==> config.mk <==
export PLATFORM = sky130hd
export DESIGN_NAME = k2_fetch_unit
export DESIGN_NICKNAME = d
export VERILOG_FILES = /design/src/rtl/k2_pkg.sv /design/src/rtl/k2_pc_next.sv /design/src/rtl/k2_fetch_unit.sv
export SDC_FILE = /design/constraint.sdc
export NUM_CORES = 1
export LEC_CHECK = 0
export CAP_MARGIN = 0
export CORE_ASPECT_RATIO = 0.7
export CORE_MARGIN = 1
export CORE_UTILIZATION = 40
export CTS_CLUSTER_SIZE = 28
export DETAILED_ROUTE_END_ITERATION = 6
export PLACE_DENSITY = 0.75
export SLEW_MARGIN = 5
export SYNTH_ARGS = -nofsm -noshare
export SYNTH_HDL_FRONTEND = slang
export SYNTH_SLANG_ARGS = --single-unit
==> constraint.sdc <==
create_clock -name clk -period 5.4 [get_ports clk]
set_input_delay 1.08 -clock clk [delete_from_list [all_inputs] [get_ports clk]]
set_output_delay 1.08 -clock clk [all_outputs]
set_load 0.03 [all_outputs]
==> src/rtl/k2_pkg.sv <==
// Shared types and sizing for the K2 fetch stage.
// Build option: define K2_FETCH_BOUNDS_EN to reject out-of-range jumps (see k2_fetch_unit).
package k2_pkg;

    localparam int K2_ADDR_W   = 4;
    localparam int K2_DATA_W   = 8;
    localparam int K2_PROG_LEN = 9;

    typedef logic [K2_ADDR_W-1:0] pc_t;
    typedef logic [K2_DATA_W-1:0] instr_t;

    typedef enum logic [1:0] {IDLE, RUN, HALT} fetch_state_t;

endpackage

==> src/rtl/k2_pc_next.sv <==
// Sequential PC successor with wrap after the last populated ROM word,
// plus the out-of-range check for jump targets.
module k2_pc_next
    import k2_pkg::*;
#(
    parameter int ADDR_W   = K2_ADDR_W,
    parameter int PROG_LEN = K2_PROG_LEN
) (
    input  logic [ADDR_W-1:0] i_pc,
    input  logic [ADDR_W-1:0] i_jump_addr,
    output logic [ADDR_W-1:0] o_nxt,
    output logic              o_jump_oob
);

    // Compare in 32 bits so PROG_LEN == 2**ADDR_W cannot alias to zero.
    logic [31:0] w_pc_ext;
    logic [31:0] w_jump_ext;

    assign w_pc_ext   = {{(32-ADDR_W){1'b0}}, i_pc};
    assign w_jump_ext = {{(32-ADDR_W){1'b0}}, i_jump_addr};

    assign o_nxt      = (w_pc_ext >= 32'(PROG_LEN - 1)) ? '0 : i_pc + ADDR_W'(1);
    assign o_jump_oob = (w_jump_ext >= 32'(PROG_LEN));

endmodule

==> src/rtl/k2_fetch_unit.sv <==
// K2 instruction fetch: PC, ROM addressing, registered instruction with valid/ready.
// Build option: K2_FETCH_BOUNDS_EN enables out-of-range jump rejection and fetch_err.
module k2_fetch_unit
    import k2_pkg::*;
#(
    parameter int ADDR_W   = K2_ADDR_W,
    parameter int DATA_W   = K2_DATA_W,
    parameter int PROG_LEN = K2_PROG_LEN
) (
    input  logic              clk,
    input  logic              rst_n,
    input  logic              start,
    input  logic              halt,
    input  logic              jump_en,
    input  logic [ADDR_W-1:0] jump_addr,
    output logic [ADDR_W-1:0] rom_addr,
    input  logic [DATA_W-1:0] rom_data,
    output logic [DATA_W-1:0] instr,
    output logic              instr_valid,
    input  logic              instr_ready,
    output logic              fetch_err
);

    fetch_state_t      r_state, w_state_nxt;
    logic [ADDR_W-1:0] r_pc, w_pc_nxt, w_pc_inc;
    logic [DATA_W-1:0] r_instr, w_instr_nxt;
    logic              r_valid, w_valid_nxt;
    logic              r_halt_pend, w_halt_pend_nxt;
    logic              w_ld, w_oob, w_start_ok;

    k2_pc_next #(.ADDR_W(ADDR_W), .PROG_LEN(PROG_LEN)) u_pc_next (
        .i_pc        (r_pc),
        .i_jump_addr (jump_addr),
        .o_nxt       (w_pc_inc),
        .o_jump_oob  (w_oob)
    );

    assign w_ld = !r_valid || instr_ready;

`ifdef K2_FETCH_BOUNDS_EN
    logic r_err, w_err_nxt;
    assign w_start_ok = start && !r_err;
    assign fetch_err  = r_err;
`else
    logic w_unused_oob;
    assign w_unused_oob = w_oob;
    assign w_start_ok   = start;
    assign fetch_err    = 1'b0;
`endif

    // Jump beats halt beats load; a pending halt retires once the held word is taken.
    always_comb begin
        w_state_nxt     = r_state;
        w_pc_nxt        = r_pc;
        w_instr_nxt     = r_instr;
        w_valid_nxt     = r_valid;
        w_halt_pend_nxt = r_halt_pend;
`ifdef K2_FETCH_BOUNDS_EN
        w_err_nxt       = r_err;
`endif
        if (jump_en) begin
`ifdef K2_FETCH_BOUNDS_EN
            if (w_oob) begin
                w_valid_nxt = 1'b0;
                w_err_nxt   = 1'b1;
                w_state_nxt = HALT;
            end else begin
                w_pc_nxt    = jump_addr;
                w_valid_nxt = 1'b0;
            end
`else
            w_pc_nxt    = jump_addr;
            w_valid_nxt = 1'b0;
`endif
        end else begin
            case (r_state)
                IDLE, HALT: begin
                    if (w_start_ok) w_state_nxt = RUN;
                end
                RUN: begin
                    if (halt || r_halt_pend) begin
                        if (w_ld) begin
                            w_state_nxt     = HALT;
                            w_valid_nxt     = 1'b0;
                            w_halt_pend_nxt = 1'b0;
                        end else begin
                            w_halt_pend_nxt = 1'b1;
                        end
                    end else if (w_ld) begin
                        w_instr_nxt = rom_data;
                        w_valid_nxt = 1'b1;
                        w_pc_nxt    = w_pc_inc;
                    end
                end
                default: w_state_nxt = IDLE;
            endcase
        end
    end

    always_ff @(posedge clk or negedge rst_n) begin
        if (!rst_n) begin
            r_state     <= IDLE;
            r_pc        <= '0;
            r_instr     <= '0;
            r_valid     <= 1'b0;
            r_halt_pend <= 1'b0;
`ifdef K2_FETCH_BOUNDS_EN
            r_err       <= 1'b0;
`endif
        end else begin
            r_state     <= w_state_nxt;
            r_pc        <= w_pc_nxt;
            r_instr     <= w_instr_nxt;
            r_valid     <= w_valid_nxt;
            r_halt_pend <= w_halt_pend_nxt;
`ifdef K2_FETCH_BOUNDS_EN
            r_err       <= w_err_nxt;
`endif
        end
    end

    assign rom_addr    = r_pc;
    assign instr       = r_instr;
    assign instr_valid = r_valid;

endmodule
Word-level counts from Yosys, hierarchy flattened
Index checks and enable logic that the tools add are counted.

Output and inout bits: 14. Flip-flop bits (word level): 16. Logic and storage cells: 42. Input port bits: 18.

Muxes and demuxes: 15. Add/sub/neg operators: 1. $lt $le $gt $ge: 1. Reductions and logical operators: 12. Equal/unequal tests: 6. Bitwise gates (word level): 2.

Operators by type and width (number): $mux 4 (5); $ne 2x2->1 const B (4); $reduce_and 4->1 (2); $mux 1 (6); $mux 2 (3); $reduce_and 3->1 (2); $add 4x1->4 const B (1); $ge 4x4->1 const B (1); $pmux 2 s2 (1); $reduce_bool 2->1 (2); $eq 2x1->1 const B (1); $eq 2x2->1 const B (1); $logic_not 2->1 (1); $logic_or 1x1->1 (2); $not 1->1 (2); $reduce_and 2->1 (1); $reduce_or 2->1 (1); $logic_not 1->1 (1).

Logic depth before layout (Yosys ltp)
Depth after elaboration: 6. Depth in mapped cells: 4. Gate-level depth less buffers: 4.

Cells and area by module
From an unflattened synthesis, not the netlist that was laid out.

Cell total of the unflattened synthesis: 71. Area, all modules: 797.0 um^2.

By module, submodules not included: k2_fetch_unit (times used 1, cells an instance 60, area an instance 719.4 um^2, seq. area each 400.4 um^2); k2_pc_next (times used 1, cells an instance 11, area an instance 77.6 um^2, seq. area each 0.0 um^2).

Least setup slack after synthesis
OpenSTA, ideal clock, no wires.

Path type: input port to flip-flop. Start point: in halt. End point: reg r_instr[0] (netlist: instr[0]). Path buffers: 1. Stages: 4. Slack: 2.945 ns. Required time: 5.275 ns. Library setup time: 0.125 ns. Arrival time: 2.330 ns. Cell sequence: or4b_1 -> buf_6 -> nor3_4 -> mux2_2.

Longest elaborated chain between the ends: 3.

RTL lines: start: declaration (RTL line k2_fetch_unit.sv:13) `input logic halt,`; $logic_or 1x1->1 (RTL line k2_fetch_unit.sv:81) `if (halt || r_halt_pend) begin`; $not 1->1 (no line); $reduce_and 4->1 (no line); end signal: assignment (RTL line k2_fetch_unit.sv:113) `r_instr <= w_instr_nxt;`; end: declaration (RTL line k2_fetch_unit.sv:26) `logic [DATA_W-1:0] r_instr, w_instr_nxt;`.

No other way between the ends. A chain may end at the register's enable or synchronous reset.

Worst setup path in the final report
Start point: in halt. End point: reg r_instr[1] (netlist: instr[1]).

The elaborated chain is that of the path after synthesis.

==> flow_metrics.env <==
export IMPL_status="completed"
export IMPL_worst_setup_path_type="in2reg"
export IMPL_globalRouteOverflowTotal=0
export IMPL_setup_violations_final=0
export IMPL_total_placed_cells_including_tap_cells=117
export IMPL_fmax_mhz=354
export IMPL_post_layout_nonfiller_instances=120
export IMPL_cp_max_fo=10
export IMPL_clk_insertion_delay_late_ns=0.28
export IMPL_first_global_vias=601
export IMPL_final_setup_worst_slack_ns=2.58
export IMPL_violation_count_after_the_first_detailed_route_iteration=4
export IMPL_crit_required_ns=5.57
export IMPL_synth_yosys_seq_area_share_pct=51.1
export IMPL_grt_setup_unrepaired="false"
export IMPL_initial_core_utilization_pct=45.8
export IMPL_antenna_violating_nets_left=0
export IMPL_num_rows=12
export IMPL_mappedNetlistNets=90
export IMPL_critPathCaptureType="register"
export IMPL_timing_final_crit_period_ns=2.82
export IMPL_synthDistinctLibCells=27
export IMPL_clk_transition_reported_paths_ns=0.08
export IMPL_worstRegToRegCells=3
export IMPL_synth_seq_cells=16
export IMPL_multi_input_area_sq_um=345
export IMPL_dieArea_sq_um=2140
export IMPL_post_drt_via_cell_ratio=5.25
export IMPL_placedInstanceArea_sq_um=1080
export IMPL_static_leakage_power_nw=0.449
export IMPL_power_switching_fraction_pct=39.8
export IMPL_io_buffers=30
export IMPL_fin_crit_sh_pct=52.3
export IMPL_cts_buffers_inserted=3
export IMPL_netlist_top_cells_area="dfrtp_1 (51%), mux2_2 (12%), a31oi_1 (3.2%)"
export IMPL_p_switching_mw=0.211
export IMPL_timing_max_slew_rel_slack_pct=52.3
export IMPL_critical_path_max_stage_delay_ns=0.68
export IMPL_post_cts_setup_buffers=0
export IMPL_timing_final_hold_violations=0
export IMPL_setup_total_negative_slack_ns=0
export IMPL_fillers=143
export IMPL_drt_pre_antenna_iters=2
export IMPL_fin_hold_ws_ns=0.512
export IMPL_final_nets=121
export IMPL_peakVddDrop_mv=0.322
export IMPL_cap_violations=0
export IMPL_detailed_route_wire_length_um=1620
export IMPL_core_box_area_sq_um=1710
export IMPL_finalInstanceArea_sq_um=1110
export IMPL_wl_cell_um=13.5
export IMPL_routed_via_count=630
export IMPL_share_of_final_layout_standard_cells_stronger_than_drive_strength_1_pct=12.1
export IMPL_antenna_found_initial=0
export IMPL_postCtsResizedCells=0
export IMPL_power_density_nw_per_um2=480
export IMPL_num_antenna_cells=0
export IMPL_floorplan_die_width_um=54.9
export IMPL_gpl_final_weighted_congestion=0.736
export IMPL_gr_usage_all_layers_pct=19.0
export IMPL_crit_slowest_cell="or4b_1"
export IMPL_grt_max_degree=17
export IMPL_hold_buffers_post_cts=0
export IMPL_place_detailed_hpwl_um=1180
export IMPL_hold_path_depth=1
export IMPL_drcViolationCount=0
export IMPL_synth_largest_area_cell="dfrtp_1"
export IMPL_root_buffer="clkbuf_4"
export IMPL_tritoncts="built"
export IMPL_dominantRegCellSynth="dfrtp_1"
export IMPL_synth_area_per_cell_sq_um=11.2
export IMPL_netlist_instances=70
export IMPL_critPathLaunchType="input pin"
export IMPL_syn_to_final_growth_pct=41.2
export IMPL_yosys_warning_total=0
export IMPL_synthMostInstantiatedCell="dfrtp_1"
export IMPL_intPower_mw=0.320
export IMPL_die_height_um=39.0
export IMPL_clkSinkCount=16
export IMPL_path_cells="clkdlybuf4s50_1 > or4b_1 > nor3_4 > mux2_2"
export IMPL_clockPowerShare_pct=11.4
export IMPL_final_max_slew_viol_count=0
export IMPL_power_share_combinational_pct=50.1
export IMPL_final_setup_skew_ns=0.00540
export IMPL_cts_htree_levels=1
export IMPL_clock_path_buffers=2
export IMPL_grt_first_pass_wirelength_um=2680
export IMPL_synth_common_cells="dfrtp_1 (16), mux2_2 (8), nor2_1 (6)"
export IMPL_dpl_ws_ns=2.28
export IMPL_synth_async_sr_flop_share_pct=100
export IMPL_cp_arrival_ns=2.99
export IMPL_power_sequential_fraction_pct=38.5
export IMPL_synth_edf_count=0
export IMPL_top_level_ports=32
export IMPL_mapped_cell_area_sq_um=783
export IMPL_worstMarginPinSlew_ns=0.713
export IMPL_seq_area_sq_um=400
export IMPL_worst_hold_path_type="reg2reg"
export IMPL_top_cell_type_s_share_of_synthesized_area_pct=51.1
cell type report:
cell class                      instances  area share, %
Clock buffer                            3           2.04
Multi-Input combinational cell         47           31.2
Inverter                                3           1.02
Timing Repair Buffer                   30           27.1
Tap cell                               21           2.38
Sequential cell                        16           36.2
critical path: cells and delay by family:
family / cells / cell delay, ns
buf+inv: 1 / 0.46
simple gates: 2 / 1.07
mux: 1 / 0.39
worst paths after layout:
check / slack, ns / startpoint / end
worst min-delay path: 0.51 / instr[5] / instr[5]
min in group asynchronous: 1.22 / rst_n / r_state[0]
worst max register to register: 3.37 / r_state[1] / instr[1]
worst max-delay path: 2.58 / halt / instr[1]
worst min register to register: 0.51 / instr[5] / instr[5]
max in group asynchronous: 3.73 / rst_n / instr[0]
sequential cells by signal, indices dropped and copies added, names as in the netlist:
register / flops
instr: 8
instr_valid: 1
r_halt_pend: 1
r_state: 2
rom_addr: 4
cell usage in the layout, fill, tap and decap left out:
cell             instances
a21oi_1                  4
a221o_1                  1
a31oi_1                  4
clkbuf_4                 3
clkdlybuf4s50_1         30
clkinv_1                 1
conb_1                   1
dfrtp_1                 16
ha_1                     2
inv_1                    2
mux2_2                   8
nand2_1                  2
nand2b_1                 1
nand3_1                  1
nand3b_1                 1
nor2_1                   6
nor2b_1                  1
nor3_1                   1
nor3_4                   1
nor3b_1                  2
o211ai_1                 1
o21ai_0                  4
o21bai_1                 1
o311a_1                  1
or4_1                    2
or4b_1                   2
metrics by stage:
step	total power [mW]	utilization [%]
4_1_cts	0.536	64.6
3_3_place_gp	0.467	63.3
6_report	0.531	64.6
2_1_floorplan	0.368	-
5_1_grt	0.569	64.6
3_5_place_dp	0.475	63.3
kinds of logic (layout without fill, tap and decap cells):
kind of cell               Yosys count  in the layout  share of synthesized area, %
and+or+nand+nor                     20             20                          16.1
AOI/OAI and AO/OA                   16             16                          12.8
DFF                                 16             16                          51.1
muxes                                8              8                          11.5
buffers and inverters                7             36                          4.79
adders and majority gates            2              2                          3.19
other                                1              1                         0.479
power groups by stage:
| stage | Sequential, mW | Clock [mW] | Combinational (mW) |
|---|---|---|---|
| floorplan | 0.277 | 0 | 0.0901 |
| global placement | 0.205 | 0 | 0.262 |
| detailed placement | 0.207 | 0 | 0.268 |
| CTS | 0.205 | 0.0632 | 0.268 |
| global route | 0.211 | 0.0704 | 0.287 |
| finish | 0.204 | 0.0608 | 0.266 |
per-layer routing:
layer	global-route usage (%)	part of all wire (%)	wire length, um	vias to the layer above
met4	5.63	0.49	8	0
met5	0	0	0	-
met2	26.8	43	701	22
met3	8.24	6.6	107	2
li1	-	-	-	314
met1	26.0	50	802	292
Power figures use the tool's default switching activity.
